<file path="config.mk">
export PLATFORM = sky130hd
export DESIGN_NAME = regfile_dump_reader
export DESIGN_NICKNAME = d
export VERILOG_FILES = /design/src/rtl/regfile_pkg.sv /design/src/rtl/rf_pair_buffer.sv /design/src/rtl/regfile_dump_reader.sv
export SDC_FILE = /design/constraint.sdc
export NUM_CORES = 1
export LEC_CHECK = 0
export ABC_AREA = 1
export CAP_MARGIN = 20
export CORE_ASPECT_RATIO = 0.75
export CORE_UTILIZATION = 47
export DETAILED_ROUTE_END_ITERATION = 8
export PLACE_DENSITY = 0.82
export SKIP_LAST_GASP = 1
export SYNTH_ARGS = -nofsm -noshare
export SYNTH_HDL_FRONTEND = slang
export SYNTH_SLANG_ARGS = --single-unit
</file>
<file path="constraint.sdc">
create_clock -name clk -period 2.25 [get_ports clk]
set_input_delay 0.45 -clock clk [delete_from_list [all_inputs] [get_ports clk]]
set_output_delay 0.45 -clock clk [all_outputs]
set_load 0.005 [all_outputs]
</file>
<file path="src/rtl/regfile_pkg.sv">
// Shared register-file definitions: geometry, dump FSM states and the word type.
package regfile_pkg;

    localparam int ADDR_W   = 5;
    localparam int DATA_W   = 32;
    localparam int NUM_REGS = 32;

    typedef enum logic [2:0] {
        IDLE,
        FETCH,
        SEND0,
        SEND1,
        FIN
    } dumpState_t;

    typedef logic [DATA_W-1:0] rf_word_t;

endpackage

</file>
<file path="src/rtl/rf_pair_buffer.sv">
// Two-word snapshot of one register-file access (both read ports) plus the
// flag saying whether the second word belongs to the dump.
module rf_pair_buffer #(
    parameter int DATA_W = 32
) (
    input  logic              clk,
    input  logic              reset,
    input  logic              capture,
    input  logic              pairIn,
    input  logic [DATA_W-1:0] data1,
    input  logic [DATA_W-1:0] data2,
    output logic [DATA_W-1:0] buf0,
    output logic [DATA_W-1:0] buf1,
    output logic              pair
);

    always_ff @(posedge clk) begin
        if (!reset) begin
            buf0 <= '0;
            buf1 <= '0;
            pair <= 1'b0;
        end else if (capture) begin
            buf0 <= data1;
            buf1 <= data2;
            pair <= pairIn;
        end
    end

endmodule

</file>
<file path="src/rtl/regfile_dump_reader.sv">
// Walks an inclusive register range, fetching two registers per access through
// the register file's read ports, and streams them out over valid/ready.
module regfile_dump_reader #(
    parameter int ADDR_W = regfile_pkg::ADDR_W,
    parameter int DATA_W = regfile_pkg::DATA_W
) (
    input  logic              clk,
    input  logic              reset,
    input  logic              start,
    input  logic [ADDR_W-1:0] first_reg,
    input  logic [ADDR_W-1:0] last_reg,
    output logic              busy,
    output logic              done,
    output logic              range_err,
    output logic [ADDR_W-1:0] rf_readReg1,
    output logic [ADDR_W-1:0] rf_readReg2,
    input  logic [DATA_W-1:0] rf_readData1,
    input  logic [DATA_W-1:0] rf_readData2,
    output logic              out_valid,
    input  logic              out_ready,
    output logic [ADDR_W-1:0] out_addr,
    output logic [DATA_W-1:0] out_data,
    output logic              out_last
);

    import regfile_pkg::*;

    dumpState_t        state, stateNext;
    // One extra bit so ptr+1 / ptr+2 past the top register never wraps to 0.
    logic [ADDR_W:0]   ptr, endPtr, ptrInc;
    logic              rangeErr;
    logic              hasPair;
    logic [ADDR_W-1:0] heldReg1, heldReg2, fetchReg2;
    logic [DATA_W-1:0] buf0, buf1;
    logic              bufPair;
    logic              capture;

    assign ptrInc    = ptr + 1'b1;
    assign hasPair   = ptr < endPtr;
    assign fetchReg2 = hasPair ? ptrInc[ADDR_W-1:0] : ptr[ADDR_W-1:0];
    assign capture   = (state == FETCH);

    // Read addresses are live only in FETCH; otherwise they park on the last fetch.
    assign rf_readReg1 = capture ? ptr[ADDR_W-1:0] : heldReg1;
    assign rf_readReg2 = capture ? fetchReg2 : heldReg2;

    assign busy      = (state != IDLE);
    assign done      = (state == FIN);
    assign range_err = done && rangeErr;

    rf_pair_buffer #(.DATA_W(DATA_W)) pairBuf (
        .clk     (clk),
        .reset   (reset),
        .capture (capture),
        .pairIn  (hasPair),
        .data1   (rf_readData1),
        .data2   (rf_readData2),
        .buf0    (buf0),
        .buf1    (buf1),
        .pair    (bufPair)
    );

    always_ff @(posedge clk) begin
        if (!reset) begin
            state    <= IDLE;
            ptr      <= '0;
            endPtr   <= '0;
            rangeErr <= 1'b0;
            heldReg1 <= '0;
            heldReg2 <= '0;
        end else begin
            state <= stateNext;
            if (state == IDLE && start) begin
                ptr      <= {1'b0, first_reg};
                endPtr   <= {1'b0, last_reg};
                rangeErr <= (first_reg > last_reg);
            end
            if (state == FETCH) begin
                heldReg1 <= ptr[ADDR_W-1:0];
                heldReg2 <= fetchReg2;
            end
            if (state == SEND1 && out_ready && !out_last) begin
                ptr <= ptr + 2'd2;
            end
        end
    end

    always_comb begin
        stateNext = state;
        out_valid = 1'b0;
        out_addr  = '0;
        out_data  = '0;
        out_last  = 1'b0;
        unique case (state)
            IDLE: begin
                if (start) begin
                    stateNext = (first_reg <= last_reg) ? FETCH : FIN;
                end
            end
            FETCH: stateNext = SEND0;
            SEND0: begin
                out_valid = 1'b1;
                out_addr  = ptr[ADDR_W-1:0];
                out_data  = buf0;
                out_last  = (ptr == endPtr);
                if (out_ready) begin
                    stateNext = (out_last || !bufPair) ? FIN : SEND1;
                end
            end
            SEND1: begin
                out_valid = 1'b1;
                out_addr  = ptrInc[ADDR_W-1:0];
                out_data  = buf1;
                out_last  = (ptrInc == endPtr);
                if (out_ready) begin
                    stateNext = out_last ? FIN : FETCH;
                end
            end
            FIN:     stateNext = IDLE;
            default: stateNext = IDLE;
        endcase
    end

endmodule

</file>
; ---- Yosys cells after proc, flatten, opt, wreduce, memory -nomap -nowiden
; Index checks and enable logic that the tools add are counted.
[classes]
add_sub_neg = 2
magnitude_cmp = 3
n_eq_ne = 9
muxes = 16
n_reduce_logical = 12
[ops]
columns = operator, count
row1 = $pmux W32 S2, 1
row2 = $mux W3, 6
row3 = $mux W5, 3
row4 = $eq A6 B5 Y1, 2
row5 = $mux W6, 2
row6 = $pmux W3 S4, 1
row7 = $pmux W5 S2, 1
row8 = $add A6 B1 Y6 const B, 1
row9 = $add A6 B2 Y6 const B, 1
row10 = $eq A3 B2 Y1 const B, 2
row11 = $lt A6 B5 Y1, 1
row12 = $ne A2 B2 Y1 const B, 3
row13 = $gt A5 B5 Y1, 1
row14 = $le A5 B5 Y1, 1
row15 = $logic_and A1 B1 Y1, 4
row16 = $eq A3 B1 Y1 const B, 1
row17 = $eq A3 B3 Y1 const B, 1
row18 = $logic_not A3 Y1, 1
row19 = $reduce_and A3 Y1, 1
row20 = $reduce_bool A3 Y1, 1
row21 = $logic_not A1 Y1, 2
row22 = $pmux W1 S2, 1
row23 = $reduce_bool A2 Y1, 1
row24 = $reduce_or A2 Y1, 1
row25 = 2 further kinds, 2
[totals]
register_bits = 90
input_bits = 78
output_inout_bits = 52
wordCells = 51

; ---- Logic depth before layout (Yosys ltp)
[logic_depth]
depth_word = 6
depth_mapped = 13
mapped_depth_nobuf = 13

; ---- By module
; Synthesis repeated with hierarchy kept, for this count alone.
[hier_totals]
hier_cells = 717
hier_area_um2 = 4734.5
[modules_own_cells]
columns = module, instances, cells_each, area_each_um2, seq_area_each_um2
row1 = rf_pair_buffer, 1, 411, 2625.0, 1301.2
row2 = regfile_dump_reader, 1, 306, 2109.5, 500.5

; ---- Worst setup path before layout
; OpenSTA, ideal clock, no wires.
[synth_timing]
path_kind = flip-flop to output port
from = register endPtr[3]
to = output port rf_readReg2[4]
t_arrival_ns = 1.441
t_required_ns = 1.800
setup_slack_ns = 0.359
stages_incl_launch_ff = 10
path_buffers = 0
cell_sequence = dfxtp_1 > inv_1 > ha_1 > nand2_1 > nor2_2 > o21ai_0 > nand2_1 > nor2_2 > o21ai_0 > nand2_1
[synth_between]
elab_chain_len = 3
[synth_lines]
columns = item, line_no
row1 = start: declaration, regfile_dump_reader.sv:30  ; logic [ADDR_W:0] ptr, endPtr, ptrInc;
row2 = start signal: assignment, regfile_dump_reader.sv:75  ; endPtr <= {1'b0, last_reg};
row3 = $lt A6 B5 Y1, regfile_dump_reader.sv:39  ; assign hasPair = ptr < endPtr;
row4 = $mux W5, regfile_dump_reader.sv:40  ; assign fetchReg2 = hasPair ? ptrInc[ADDR_W-1:0] : ptr[ADDR_W-1:0];
row5 = $mux W5, -
row6 = end: declaration, regfile_dump_reader.sv:16  ; output logic [ADDR_W-1:0] rf_readReg2,
; No other way between the ends.

; ---- Final worst setup path
[layout_timing]
from = register endPtr[1]
to = output port rf_readReg2[4]
; The elaborated chain is that of the path after synthesis.

==> impl_results.md <==
- Tightest Hold Check Type: register to register
- Global-route wire length before repair: 21.6 mm
- Ys Warns: 0
- Max-cap violations: 0
- Fin Hold WS: 452 ps
- Grt total ovfl: 0
- Cell Rows: 29
- CORE AREA: 8640 sq um
- Register area: 1820 sq um
- Seq/Total Area, Yosys: 0.422
- Post-Place Worst Slack: -281 ps
- Synthesized Nets: 687
- Area of the multi-input gates: 2130 sq um
- Status: finished with violations
- Post-route clock period utilization: 1.13
- Largest net degree at the start of global routing: 69
- CTS tree: yes
- DPL Wire Length: 8.88 mm
- Unrepaired setup endpoints after global routing: true
- Detail Route Antenna Nets: 0
- CTS Sinks: 90
- Number of CTS-inserted buffers: 9
- Yosys cell types: 31
- Max Clk Rate: 394 MHz
- Synth Instances: 597
- GRT Total Usage: 0.286
- Fin. Hold Viols: 0
- Antenna Cells: 0
- CTS clk-pin slew, worst paths: 60 ps
- Vias: 4900
- Mapped Area: 4270 sq um
- Wire per inst: 16.2 microns
- Clk Latency, worst-skew pair: 340 ps
- Antenna violations before repair: 0
- Element type at the critical path start: register
- Area grow syn2layout: 61.7%
- Height of the die: 84.5 microns
- Initial DRC Count: 365
- Chip Width: 112 microns
- Total die area: 9470 sq um
- Crit end category: output port
- CTS root buf: clkbuf_16
- Fin worst setup slack: -287 ps
- Minimum clock period: 2540 ps
- PD cells: 765 nW/um^2
- Critical Path RT: 1800 ps
- Final Setup Violations: 9
- Crit path max fanout: 4
- H-tree depth: 3
- Final nets: 883
- Syn Area/Cell: 7.15 sq um
- Setup Crit Path Kind: register to output port
- Routed vias/inst: 5.41
- Worst clock skew: 5.39 ps
- Flops & latches, synth: 90
- Longest Clk Path Bufs: 2
- Vias in the first global route: 4605
- Initial Util: 0.494
- Failing checks: DRC, setup timing
- IO Count: 130
- Final Max Slew Viols: 0
- Share of cells above drive strength 1: 0.232
- Gp weighted congestion: 0.906
- Critical path arrival: 2090 ps
- Maximum vdd drop: 0.000536 V
- Fill count: 586
- Worst-Margin Slew: 618 ps
- Port Buffers: 129
- Slew headroom: 0.588
- Drt pass-1 iters: 7
- Pleak: 0.00332 uW
- DRC viols: 6
- Final WL: 14.6 mm
-- path summary, 6_finish.rpt --
path         slack (ps)  cells past startpoint             from         endpoint
max                -290                     12        endPtr[1]   rf_readReg2[4]
max reg2reg         120                     15        endPtr[2]           ptr[4]
min                 450                      2  pairBuf.buf1[8]  pairBuf.buf1[8]
min reg2reg         450                      2  pairBuf.buf1[8]  pairBuf.buf1[8]
-- layout by cell type (no fill, tap or decap), types with 2 or more instances in the layout --
cell             instances
dfxtp_1                 79
a21oi_2                  2
bufinv_16                3
o21ai_1                  3
nor2_1                  12
inv_2                    9
nand3_2                  2
clkbuf_16               10
buf_12                   2
ha_1                     6
nand2_2                  4
a21oi_1                 86
nor2_2                   5
dfxtp_2                  8
inv_6                    3
inv_1                   96
ha_4                     6
buf_2                    6
buf_4                   77
nand3_1                 23
dlygate4sd2_1           10
o22ai_2                 10
nand4_1                  5
buf_6                    6
nor3_1                   3
clkdlybuf4s50_1         80
dlymetal6s2s_1          24
nand2_1                 80
o21ai_0                 73
clkbuf_8                 2
o22ai_1                 26
clkbuf_2                 8
o21ai_2                  3
dfxtp_4                  3
nand2_4                  2
nor2_4                   4
-- stage by stage --
stage               cells  instance area [sq um]  power [uW]  utilization  setup TNS, ps
global placement      854                   5950        3220        0.689           -855
floorplan             597                   4270        2680            -              0
finish                906                   6900        5280        0.799          -1060
global route          906                   6900        5530        0.799          -1820
CTS                   888                   6570        5110        0.761          -5870
detailed placement    854                   5950        3280        0.689          -1260
-- area by class of cell --
| class | count | area share |
|---|---|---|
| sequential | 90 | 0.264 |
| multi-input combinational | 366 | 0.309 |
| clock inverter | 5 | 0.0123 |
| inverter | 108 | 0.0647 |
| tap | 108 | 0.0196 |
| timing repair inverter | 2 | 0.00254 |
| timing repair buffer | 216 | 0.291 |
| clock buffer | 11 | 0.0366 |
-- state kept, by name, summed over array words and instances, names as in the netlist --
signal,flops
endPtr,5
heldReg1,5
heldReg2,5
pairBuf.buf0,32
pairBuf.buf1,32
pairBuf.pair,1
ptr,6
rangeErr,1
state,3
-- kinds of logic after synthesis --
family | count (synthesis) | share of synthesized area
buffers and inverters | 141 | 0.131
xor gates and xnor gates | 1 | 0.00205
and+or+nand+nor | 144 | 0.148
DFF | 90 | 0.422
AOI/OAI and AO/OA | 209 | 0.261
adders and majority gates | 12 | 0.0352
-- critical path: stages, from the launching register on --
cell	delay, ps
dfxtp_2	340
inv_2	50
ha_4	260
inv_1	50
nor2_2	120
o21ai_1	100
nand2_2	80
nor2_2	50
buf_6	120
buf_4	140
o21ai_4	160
nand2_1	80
clkdlybuf4s15_2	200
-- where the power goes --
part	internal, uW	leakage [uW]	total [uW]	switching (uW)
Combinational	776	0.00241	1680	905
Sequential	1840	0.000740	1930	87.0
Clock	1040	0.000162	1670	632
Total	3650	0.00332	5280	1620
-- per-layer routing --
metal  wire length, microns  up-vias  track usage
li1                       -     2369            -
met1                   6180     2317        0.362
met2                   7190      181        0.488
met3                    921       33       0.0643
met4                    345        0       0.0921
met5                      0        -            0
-- cell usage after synthesis, drive strengths merged --
cell type  count  area share
o21a           1      0.0018
clkbuf        19       0.017
a31oi          2      0.0064
ha            12       0.035
o21ai         80       0.094
buf           14       0.019
nor3           5      0.0085
and3           1      0.0015
nand3b         1      0.0018
nand4          5      0.0073
nor2          21       0.022
dfxtp         90        0.42
nand2         86       0.076
xor2           1      0.0021
o22ai         36       0.053
inv          108       0.096
o211ai         1      0.0018
nand3         25       0.032
o21bai         1      0.0018
a21oi         88        0.10
-- repair_timing --
item,4_1_cts,5_1_grt
hold buffers,0,0
setup endpoints to repair,48,44
gates cloned,1,2
pin swaps,13,8
gates resized for setup,83,81
setup buffers,17,17
No activity file was read; power rests on OpenSTA's default activity.
